[src/rtl/seg_display_pkg.sv]
// ---------------------------------------------------------------------------
// seg_display_pkg
// Shared constants and types for the 4-digit multiplexed 7-segment scanner.
//   NUM_DIGITS         : number of scanned digits
//   IDX_W              : width of the digit index
//   DEFAULT_BLANK_CODE : nibble sent to the decoder for a blanked digit
//   digit_idx_t        : digit index type (0 = rightmost digit)
// ---------------------------------------------------------------------------
package seg_display_pkg;

  localparam int NUM_DIGITS = 4;
  localparam int IDX_W      = 2;
  localparam logic [3:0] DEFAULT_BLANK_CODE = 4'hF;

  typedef logic [IDX_W-1:0] digit_idx_t;

endpackage : seg_display_pkg

[src/rtl/seg_display_scan_if.sv]
// ---------------------------------------------------------------------------
// seg_display_scan_if
// Load/display bundle between a score producer and the scanner.
//   SCORE_IN[15:0]      : four BCD digits, [3:0] = digit 0 (rightmost)
//   DOT_MASK_IN[3:0]    : per-digit dot request, bit n = digit n
//   LOAD_IN             : request to display SCORE_IN/DOT_MASK_IN
//   BLANK_EN_IN         : enables leading-zero blanking
//   LOAD_ACK_OUT        : one-cycle pulse when a value is committed
//   BIN_OUT[3:0]        : nibble for the active digit (to 7-seg decoder)
//   DOT_OUT             : dot bit for the active digit
//   SEG_SELECT_OUT[1:0] : index of the active digit
//   FRAME_TICK_OUT      : one-cycle pulse at each frame boundary
// master = producer side, slave = scanner side.
// ---------------------------------------------------------------------------
interface seg_display_scan_if;
  import seg_display_pkg::*;

  logic [15:0]      SCORE_IN;
  logic [3:0]       DOT_MASK_IN;
  logic             LOAD_IN;
  logic             BLANK_EN_IN;
  logic             LOAD_ACK_OUT;
  logic [3:0]       BIN_OUT;
  logic             DOT_OUT;
  digit_idx_t       SEG_SELECT_OUT;
  logic             FRAME_TICK_OUT;

  modport master (
    output SCORE_IN, DOT_MASK_IN, LOAD_IN, BLANK_EN_IN,
    input  LOAD_ACK_OUT, BIN_OUT, DOT_OUT, SEG_SELECT_OUT, FRAME_TICK_OUT
  );

  modport slave (
    input  SCORE_IN, DOT_MASK_IN, LOAD_IN, BLANK_EN_IN,
    output LOAD_ACK_OUT, BIN_OUT, DOT_OUT, SEG_SELECT_OUT, FRAME_TICK_OUT
  );

endinterface : seg_display_scan_if

[src/rtl/refresh_prescaler.sv]
// ---------------------------------------------------------------------------
// refresh_prescaler
// Free-running counter 0..DIV-1 that flags its terminal count.
//   CLK      : system clock (rising edge)
//   RESET    : synchronous active-high reset, counter returns to 0
//   TICK_OUT : high while the counter sits at DIV-1 (every cycle if DIV=1)
// TICK_OUT is decoded from the counter register only, so it carries no
// combinational path from any input.
// ---------------------------------------------------------------------------
module refresh_prescaler #(
  parameter int DIV = 100000
) (
  input  logic CLK,
  input  logic RESET,
  output logic TICK_OUT
);

  localparam int CNT_W = (DIV > 1) ? $clog2(DIV) : 1;
  localparam logic [CNT_W-1:0] TERMINAL = CNT_W'(DIV - 1);

  logic [CNT_W-1:0] cnt_reg;
  logic             terminal;

  assign terminal = (cnt_reg == TERMINAL);
  assign TICK_OUT = terminal;

  always_ff @(posedge CLK) begin
    if (RESET) begin
      cnt_reg <= '0;
    end else if (terminal) begin
      cnt_reg <= '0;
    end else begin
      cnt_reg <= cnt_reg + 1'b1;
    end
  end

endmodule : refresh_prescaler

[src/rtl/seg_display_scan.sv]
// ---------------------------------------------------------------------------
// seg_display_scan
// Time-multiplexes a 4-digit BCD score onto one 7-segment decoder.
//   CLK   : system clock (rising edge)
//   RESET : synchronous active-high reset
//   bus   : seg_display_scan_if.slave (load request in, digit drive out)
// Parameters:
//   REFRESH_DIV : clock cycles per digit slot (>= 1)
//   BLANK_CODE  : nibble emitted for a blanked leading-zero digit
//
// Loads are staged and only copied into the displayed (shadow) registers at
// a frame boundary, so a frame never mixes old and new digits. A load on
// the boundary cycle itself bypasses staging and wins over anything
// pending. Every output is a register.
// ---------------------------------------------------------------------------
module seg_display_scan
  import seg_display_pkg::*;
#(
  parameter int         REFRESH_DIV = 100000,
  parameter logic [3:0] BLANK_CODE  = DEFAULT_BLANK_CODE
) (
  input  logic               CLK,
  input  logic               RESET,
  seg_display_scan_if.slave  bus
);

  localparam digit_idx_t LAST_IDX = IDX_W'(NUM_DIGITS - 1);

  logic tick;

  refresh_prescaler #(
    .DIV (REFRESH_DIV)
  ) u_prescaler (
    .CLK      (CLK),
    .RESET    (RESET),
    .TICK_OUT (tick)
  );

  digit_idx_t  idx_reg, idx_next;
  logic [15:0] staging_score_reg, staging_score_next;
  logic [3:0]  staging_dot_reg, staging_dot_next;
  logic        pending_reg, pending_next;
  logic [15:0] shadow_score_reg, shadow_score_next;
  logic [3:0]  shadow_dot_reg, shadow_dot_next;
  logic [3:0]  bin_reg, bin_next;
  logic        dot_reg, dot_next;
  logic        ack_reg, ack_next;
  logic        frame_reg;
  logic        frame_boundary;

  assign frame_boundary = tick && (idx_reg == LAST_IDX);

  // Load staging and boundary commit.
  always_comb begin
    staging_score_next = staging_score_reg;
    staging_dot_next   = staging_dot_reg;
    pending_next       = pending_reg;
    shadow_score_next  = shadow_score_reg;
    shadow_dot_next    = shadow_dot_reg;
    ack_next           = 1'b0;
    if (frame_boundary) begin
      if (bus.LOAD_IN) begin
        // Newest request wins over a pending one; a single ack covers both.
        shadow_score_next = bus.SCORE_IN;
        shadow_dot_next   = bus.DOT_MASK_IN;
        pending_next      = 1'b0;
        ack_next          = 1'b1;
      end else if (pending_reg) begin
        shadow_score_next = staging_score_reg;
        shadow_dot_next   = staging_dot_reg;
        pending_next      = 1'b0;
        ack_next          = 1'b1;
      end
    end else if (bus.LOAD_IN) begin
      staging_score_next = bus.SCORE_IN;
      staging_dot_next   = bus.DOT_MASK_IN;
      pending_next       = 1'b1;
    end
  end

  // Per-digit value after leading-zero blanking. Built from the shadow value
  // that will be live after this edge so the first slot of a new frame
  // already shows the newly committed digit 0.
  logic [NUM_DIGITS:0] zero_from;
  logic [3:0]          digit_val [NUM_DIGITS];

  assign zero_from[NUM_DIGITS] = 1'b1;

  generate
    for (genvar gi = 0; gi < NUM_DIGITS; gi++) begin : g_digit
      logic [3:0] nibble;
      assign nibble        = shadow_score_next[gi*4 +: 4];
      assign zero_from[gi] = zero_from[gi+1] && (nibble == 4'd0);
      if (gi == 0) begin : g_never_blank
        assign digit_val[gi] = nibble;
      end else begin : g_blankable
        assign digit_val[gi] = (bus.BLANK_EN_IN && zero_from[gi]) ? BLANK_CODE : nibble;
      end
    end
  endgenerate

  // Scan advance; digit outputs only change on a tick.
  always_comb begin
    idx_next = idx_reg;
    bin_next = bin_reg;
    dot_next = dot_reg;
    if (tick) begin
      idx_next = idx_reg + 1'b1;
      bin_next = digit_val[idx_next];
      dot_next = shadow_dot_next[idx_next];
    end
  end

  always_ff @(posedge CLK) begin
    if (RESET) begin
      idx_reg           <= '0;
      staging_score_reg <= '0;
      staging_dot_reg   <= '0;
      pending_reg       <= 1'b0;
      shadow_score_reg  <= '0;
      shadow_dot_reg    <= '0;
      bin_reg           <= '0;
      dot_reg           <= 1'b0;
      ack_reg           <= 1'b0;
      frame_reg         <= 1'b0;
    end else begin
      idx_reg           <= idx_next;
      staging_score_reg <= staging_score_next;
      staging_dot_reg   <= staging_dot_next;
      pending_reg       <= pending_next;
      shadow_score_reg  <= shadow_score_next;
      shadow_dot_reg    <= shadow_dot_next;
      bin_reg           <= bin_next;
      dot_reg           <= dot_next;
      ack_reg           <= ack_next;
      frame_reg         <= frame_boundary;
    end
  end

  assign bus.SEG_SELECT_OUT = idx_reg;
  assign bus.BIN_OUT        = bin_reg;
  assign bus.DOT_OUT        = dot_reg;
  assign bus.LOAD_ACK_OUT   = ack_reg;
  assign bus.FRAME_TICK_OUT = frame_reg;

endmodule : seg_display_scan

[src/flat_wrapper.sv]
// flat-port wrapper written by rule: the top's interface ports become plain ports
module seg_display_scan_flat import seg_display_pkg::*;
#(
  parameter int         REFRESH_DIV = 100000,
  parameter logic [3:0] BLANK_CODE  = DEFAULT_BLANK_CODE
)
  (CLK, RESET, bus_SCORE_IN, bus_DOT_MASK_IN, bus_LOAD_IN, bus_BLANK_EN_IN, bus_LOAD_ACK_OUT, bus_BIN_OUT, bus_DOT_OUT, bus_SEG_SELECT_OUT, bus_FRAME_TICK_OUT);
  seg_display_scan_if bus_i ();
  input  logic CLK;
  input  logic RESET;
  input wire logic [$bits(bus_i.SCORE_IN)-1:0] bus_SCORE_IN;
  input wire logic [$bits(bus_i.DOT_MASK_IN)-1:0] bus_DOT_MASK_IN;
  input wire logic [$bits(bus_i.LOAD_IN)-1:0] bus_LOAD_IN;
  input wire logic [$bits(bus_i.BLANK_EN_IN)-1:0] bus_BLANK_EN_IN;
  output wire logic [$bits(bus_i.LOAD_ACK_OUT)-1:0] bus_LOAD_ACK_OUT;
  output wire logic [$bits(bus_i.BIN_OUT)-1:0] bus_BIN_OUT;
  output wire logic [$bits(bus_i.DOT_OUT)-1:0] bus_DOT_OUT;
  output wire logic [$bits(bus_i.SEG_SELECT_OUT)-1:0] bus_SEG_SELECT_OUT;
  output wire logic [$bits(bus_i.FRAME_TICK_OUT)-1:0] bus_FRAME_TICK_OUT;
  assign bus_i.SCORE_IN = bus_SCORE_IN;
  assign bus_i.DOT_MASK_IN = bus_DOT_MASK_IN;
  assign bus_i.LOAD_IN = bus_LOAD_IN;
  assign bus_i.BLANK_EN_IN = bus_BLANK_EN_IN;
  assign bus_LOAD_ACK_OUT = bus_i.LOAD_ACK_OUT;
  assign bus_BIN_OUT = bus_i.BIN_OUT;
  assign bus_DOT_OUT = bus_i.DOT_OUT;
  assign bus_SEG_SELECT_OUT = bus_i.SEG_SELECT_OUT;
  assign bus_FRAME_TICK_OUT = bus_i.FRAME_TICK_OUT;
  seg_display_scan #(.REFRESH_DIV(REFRESH_DIV), .BLANK_CODE(BLANK_CODE)) u_core (.CLK(CLK), .RESET(RESET), .bus(bus_i));
endmodule
[config.mk]
export PLATFORM = sky130hd
export DESIGN_NAME = seg_display_scan_flat
export DESIGN_NICKNAME = d
export VERILOG_FILES = /design/src/rtl/seg_display_pkg.sv /design/src/rtl/seg_display_scan_if.sv /design/src/rtl/refresh_prescaler.sv /design/src/rtl/seg_display_scan.sv /design/src/flat_wrapper.sv
export SDC_FILE = /design/constraint.sdc
export NUM_CORES = 1
export LEC_CHECK = 0
export CORE_UTILIZATION = 40
export CTS_CLUSTER_SIZE = 8
export DETAILED_ROUTE_END_ITERATION = 6
export GPL_ROUTABILITY_DRIVEN = 0
export PLACE_DENSITY = 0.71
export SLEW_MARGIN = 10
export SYNTH_ARGS = -nofsm -noshare
export SYNTH_HDL_FRONTEND = slang
export SYNTH_HIERARCHICAL = 1
export SYNTH_SLANG_ARGS = --single-unit
export TNS_END_PERCENT = 10
[constraint.sdc]
create_clock -name CLK -period 2.5 [get_ports CLK]
set_input_delay 0.625 -clock CLK [delete_from_list [all_inputs] [get_ports CLK]]
set_output_delay 0.625 -clock CLK [all_outputs]
set_load 0.01 [all_outputs]
==> results of run 1 <==
-- final cells by class --
type	count	area, um2
clock buffers	10	138
clock inverters	6	65.1
fillers	737	3510
inverters	8	30.0
multi-input cells	289	1890
flip-flops and latches	67	1340
well taps	102	128
repair buffers	86	744
-- kinds of logic after synthesis --
logic type	count (synthesis)	synth area share
AOI/OAI and AO/OA	90	0.197
buffers and inverters	37	0.0595
adders and majority gates	2	0.00758
xor gates and xnor gates	14	0.0371
and+or+nand+nor	180	0.279
muxes	3	0.0133
DFF	67	0.406
-- path summary, 6_finish.rpt --
path / endpoint / from / slack, ns / depth (start not counted)
worst min-delay path: u_core/staging_score_reg[11]$_SDFFE_PP0P_ / u_core/staging_score_reg[11]$_SDFFE_PP0P_ / 0.46 / 2
worst max-delay path: u_core/bus.DOT_OUT$_SDFFE_PP0P_ / u_core/u_prescaler/cnt_reg[1]$_SDFF_PP0_ / 0.04 / 10
worst max register to register: u_core/bus.DOT_OUT$_SDFFE_PP0P_ / u_core/u_prescaler/cnt_reg[1]$_SDFF_PP0_ / 0.04 / 10
worst min register to register: u_core/staging_score_reg[11]$_SDFFE_PP0P_ / u_core/staging_score_reg[11]$_SDFFE_PP0P_ / 0.46 / 2
-- cells in the final DEF (no fill, tap or decap), drive strengths merged, types with 3 or more instances in the layout --
master and instances:
inv 8, a21oi 41, nand4 13, nor4 4
nand2 52, clkdlybuf4s50 31, xnor2 9, xor2 5
o211ai 4, clkinv 4, nand3 17, nor2 44
nor3 11, dfxtp 67, o221ai 5, buf 55
a22oi 3, o21ai 8, clkbuf 10, nor2b 6
a221oi 15, nand2b 18
-- where the power goes --
| part | leakage [nW] | switching, mW | internal (mW) | total, mW |
|---|---|---|---|---|
| logic | 0.973 | 0.0936 | 0.0814 | 0.175 |
| clock network | 0.102 | 0.435 | 0.487 | 0.922 |
| registers | 0.545 | 0.0143 | 1.09 | 1.10 |
| total | 1.62 | 0.543 | 1.66 | 2.20 |
-- worst max-delay path, cell delays in order (launching register included) --
cell      delay [ns]
dfxtp_2         0.35
ha_4            0.13
nand4_1         0.11
nor2_2          0.16
and3_4          0.23
buf_6           0.11
and3_4          0.35
a221oi_1        0.14
mux4_2          0.48
mux2_2          0.27
nor2_1          0.07
-- routing by layer --
layer  vias to the layer above  GRT usage
met5                         -          0
met4                         0      0.100
met3                        10     0.0534
met2                        61      0.347
met1                      1484      0.255
li1                       1535          -
-- per-stage QoR --
step	utilization	std cells
global route	0.552	568
global placement	0.508	550
CTS	0.539	567
detailed placement	0.508	550
finish	0.552	568
floorplan	-	393
-- repair_timing --
item | in CTS | in global routing
setup endpoints to repair | 5 | 5
resized for setup | 9 | 17
pin swaps | 2 | 10
hold endpoints to repair | 0 | 0
setup buffers | 1 | 1
cloned | 0 | 0
==> results.toml, run 1 <==
[synth]
netlist_area_mm2 = 0.00330
ys_async_sr_fraction = 0
synth-seq-cells = 67
syn_avg_cell_area_um2 = 8.40
synth_edf_count = 0
synth_ff_type = "dfxtp_1"
yosysTopAreaCellShare = 0.406
netlist-cell-type-count = 56
synthTopCellsByCount = "67 x dfxtp_1, 51 x nand2_1, 44 x nor2_1"
syn_nets = 419
synth_cells = 393
synth_area_leaders = "dfxtp_1 41%, a21oi_1 6.2%, nand2_1 5.8%"
yosysSeqAreaShare = 0.406
yosys.area.top_type = "dfxtp_1"
yosysMostFrequentCell = "dfxtp_1"
ys_warn_count = 6

[route]
drtIter0Drc = 195
routed.top_layer = "met4"
drtAntennaViolNets = 0
wl_met2_um = 4230
met3WireLength_um = 377
postRouteWirelength_um = 8530
vias = 3090
via_per_inst = 5.44
wl_met1_um = 3780
wl_per_cell_um = 15.0
first_pass_iters = 4
drc = 0

[worst_hold_path]
hp-class = "reg -> reg"

[setup_path]
arrival_ns = 2.77
crit_required_ns = 2.81
worstSetupStartpointType = "flip-flop"
crit_type = "reg -> reg"
path_max_fanout = 13
critPathCaptureType = "flip-flop"

[clock_network]
clock_latency_ns = 0.36
cts_sinks = 67
root_buffer = "clkbuf_8"
clockBufferDepth = 2
cts_tree = "yes"
numCtsBuffers = 9
ctsHoldBuffers = 0
clk_pin_slew_ns = 0.08
h-tree-depth = 3

[finish]
drive_above_1_share = 0.227
diodes = 0
finish.instance_area_mm2 = 0.00433
fin_nets = 487
area_delta_synth_final_pct = 31.3
largest_reg_flops = 17

[timing]
rsz0062_at_grt = "true"
slew_headroom = 0.680
fin_crit_sh = 0.985
hold_viol_final = 0
hold_slack_ns = 0.457
worstMarginPinSlew_ns = 0.480
slew_viol_final = 0
max_freq_ghz = 0.406
tns_ns = 0
period_needed_ns = 2.46
setup_ws_ns = 0.0368
finalSetupViolations = 0
finClkSkew_ns = 0.0142

[global_route]
overflow = 0
grt_pass1_wl_um = 14100
antenna_found_initial = 0
grt_pass1_vias = 2995
grt_max_degree = 28
grt_usage = 0.211

[floorplanning]
dieArea_mm2 = 0.00862
ios = 33
dieWidth_um = 92.9
core_mm2 = 0.00785
die_h_um = 92.9
rows = 32
start_util = 0.421

[power]
fin_total_pwr_mw = 2.20
ir_drop_mv = 0.402
p_leak_nw = 1.62
p_per_area_mw_per_mm2 = 508

[placement]
place_hpwl_um = 5870
portBuffers = 32
placed_area_mm2 = 0.00398
dp_slack_ns = -0.134

[flow_run]
maxCapViolCount = 0

[run_status]
outcome = "completed"
Power figures use the tool's default switching activity.
==> run 2: changes to the inputs <==
Settings changed: MAX_ROUTING_LAYER set to met4.
==> run 2 against run 1 <==
Net effect: final area is the same; critical path depth grew 3; power shrank 0.24%; count of clock-buffer cells in the layout is the same; clock skew grew 0.0010 ns; wire length shrank 0.28%; register-to-register slack is essentially flat; combinational power is essentially flat; largest power group unchanged.
==> results.toml, run 2 (synthesis results as in run 1) <==
[run_status]
outcome = "completed"

[clock_network]
numCtsBuffers = 9
clk_pin_slew_ns = 0.08
h-tree-depth = 3
clockBufferDepth = 2
root_buffer = "clkbuf_8"
cts_sinks = 67
clock_latency_ns = 0.35
cts_tree = "yes"
ctsHoldBuffers = 0

[finish]
largest_reg_flops = 17
diodes = 0
final_cell_mix = "65 x dfxtp_1, 51 x nand2_1, 50 x buf_4, 43 x nor2_1, 38 x a21oi_1"
multiInputGateArea_mm2 = 0.00189
area_delta_synth_final_pct = 31.3
fin_nets = 487
utilization = 0.552
finish.instance_area_mm2 = 0.00433
fillers = 737
seq_area_mm2 = 0.00134
drive_above_1_share = 0.227
final_common_cell = "dfxtp_1"
final_cells = 568

[global_route]
overflow = 0
grt_usage = 0.217
grt_max_degree = 28
grt_pass1_vias = 3000
grt_pass1_wl_um = 14100
antenna_found_initial = 0

[timing]
finClkSkew_ns = 0.0152
worstMarginPinSlew_ns = 0.481
hold_viol_final = 0
max_freq_ghz = 0.405
slew_headroom = 0.680
slew_viol_final = 0
finalSetupViolations = 0
fin_crit_sh = 0.989
period_needed_ns = 2.47
rsz0062_at_grt = "true"
setup_ws_ns = 0.0283

[worst_hold_path]
hp-class = "reg -> reg"

[route]
via_per_inst = 5.40
postRouteWirelength_um = 8510
drc = 0
first_pass_iters = 4
drtIter0Drc = 191
drtAntennaViolNets = 0
vias = 3065
wl_per_cell_um = 15.0

[floorplanning]
start_util = 0.421
core_mm2 = 0.00785
ios = 33
dieWidth_um = 92.9
dieArea_mm2 = 0.00862
rows = 32
die_h_um = 92.9

[setup_path]
path_max_fanout = 8
crit_top_cell = "o221ai_1"
crit_type = "reg -> reg"
worstPathCellList = "ha_4, nand4_1, nor2_2, and3_4, nand2_2, buf_6, buf_4, a21oi_1, o21ai_2, nand4_4, o21ai_1, o221ai_1, o221ai_1"
cpPeakStageDelay_ns = 0.35
crit_slowest_cell = "dfxtp_2"
cp_num_buf_inv = 2
arrival_ns = 2.69
crit_required_ns = 2.72
critPathCaptureType = "flip-flop"
cp_top_family = "compound AO/OA/AOI/OAI gates"
worstSetupStartpointType = "flip-flop"

[placement]
place_hpwl_um = 5870
placed_area_mm2 = 0.00398
portBuffers = 32
dp_slack_ns = -0.134
place_inst = 550

[power]
fin_total_pwr_mw = 2.20
ir_drop_mv = 0.403
p_leak_nw = 1.62
p_per_area_mw_per_mm2 = 507

[flow_run]
maxCapViolCount = 0
==> run 2: cell counts in the layout (fill, tap and decap cells not counted) <==
Identical to the previous run, type by type.
==> run 2: timing repair <==
item	4_1_cts	5_1_grt
resized for setup	9	17
setup buffers	1	1
setup endpoints to repair	5	5
pin swaps	2	10
==> run 2: cell type report <==
| class | instances | share of cell area |
|---|---|---|
| Clock buffer | 10 | 0.0318 |
| Clock inverter | 6 | 0.0150 |
| Inverter | 8 | 0.00693 |
| Multi-Input combinational cell | 289 | 0.435 |
| Sequential cell | 67 | 0.310 |
| Tap cell | 102 | 0.0294 |
| Timing Repair Buffer | 86 | 0.172 |
==> run 2: where the power goes <==
group          total [mW]  internal [mW]  switching [mW]
Clock               0.917          0.487           0.430
Sequential           1.10           1.09          0.0143
Combinational       0.175         0.0814          0.0935
Total                2.20           1.66           0.538
==> run 2: worst min-delay path, cell delays in order, from the launching register on <==
cell and delay (ns):
dfxtp_1 0.31, nand2_1 0.05, a21oi_1 0.05
==> run 2: through the flow <==
stage	hold WS, ns	setup TNS [ns]
6_report	0.458	0
5_1_grt	0.482	-0.462
4_1_cts	0.460	0
3_5_place_dp	0.449	-0.559
3_3_place_gp	0.445	-0.331
2_1_floorplan	0.432	0
==> run 2: worst paths after layout <==
| kind | cells past startpoint | slack, ns | end | startpoint |
|---|---|---|---|---|
| setup / recovery | 13 | 0.03 | u_core/bus.BIN_OUT[2]$_SDFFE_PP0P_ | u_core/u_prescaler/cnt_reg[1]$_SDFF_PP0_ |
| hold / removal | 2 | 0.46 | u_core/staging_score_reg[11]$_SDFFE_PP0P_ | u_core/staging_score_reg[11]$_SDFFE_PP0P_ |
| setup reg to reg | 13 | 0.03 | u_core/bus.BIN_OUT[2]$_SDFFE_PP0P_ | u_core/u_prescaler/cnt_reg[1]$_SDFF_PP0_ |
| hold reg to reg | 2 | 0.46 | u_core/staging_score_reg[11]$_SDFFE_PP0P_ | u_core/staging_score_reg[11]$_SDFFE_PP0P_ |
==> run 2: layer usage <==
| layer | GRT usage | vias to the layer above | wire [um] |
|---|---|---|---|
| li1 | - | 1536 | - |
| met1 | 0.257 | 1460 | 3780 |
| met2 | 0.347 | 61 | 4230 |
| met3 | 0.0591 | 8 | 386 |
| met4 | 0.0885 | 0 | 119 |
| met5 | - | - | 0 |
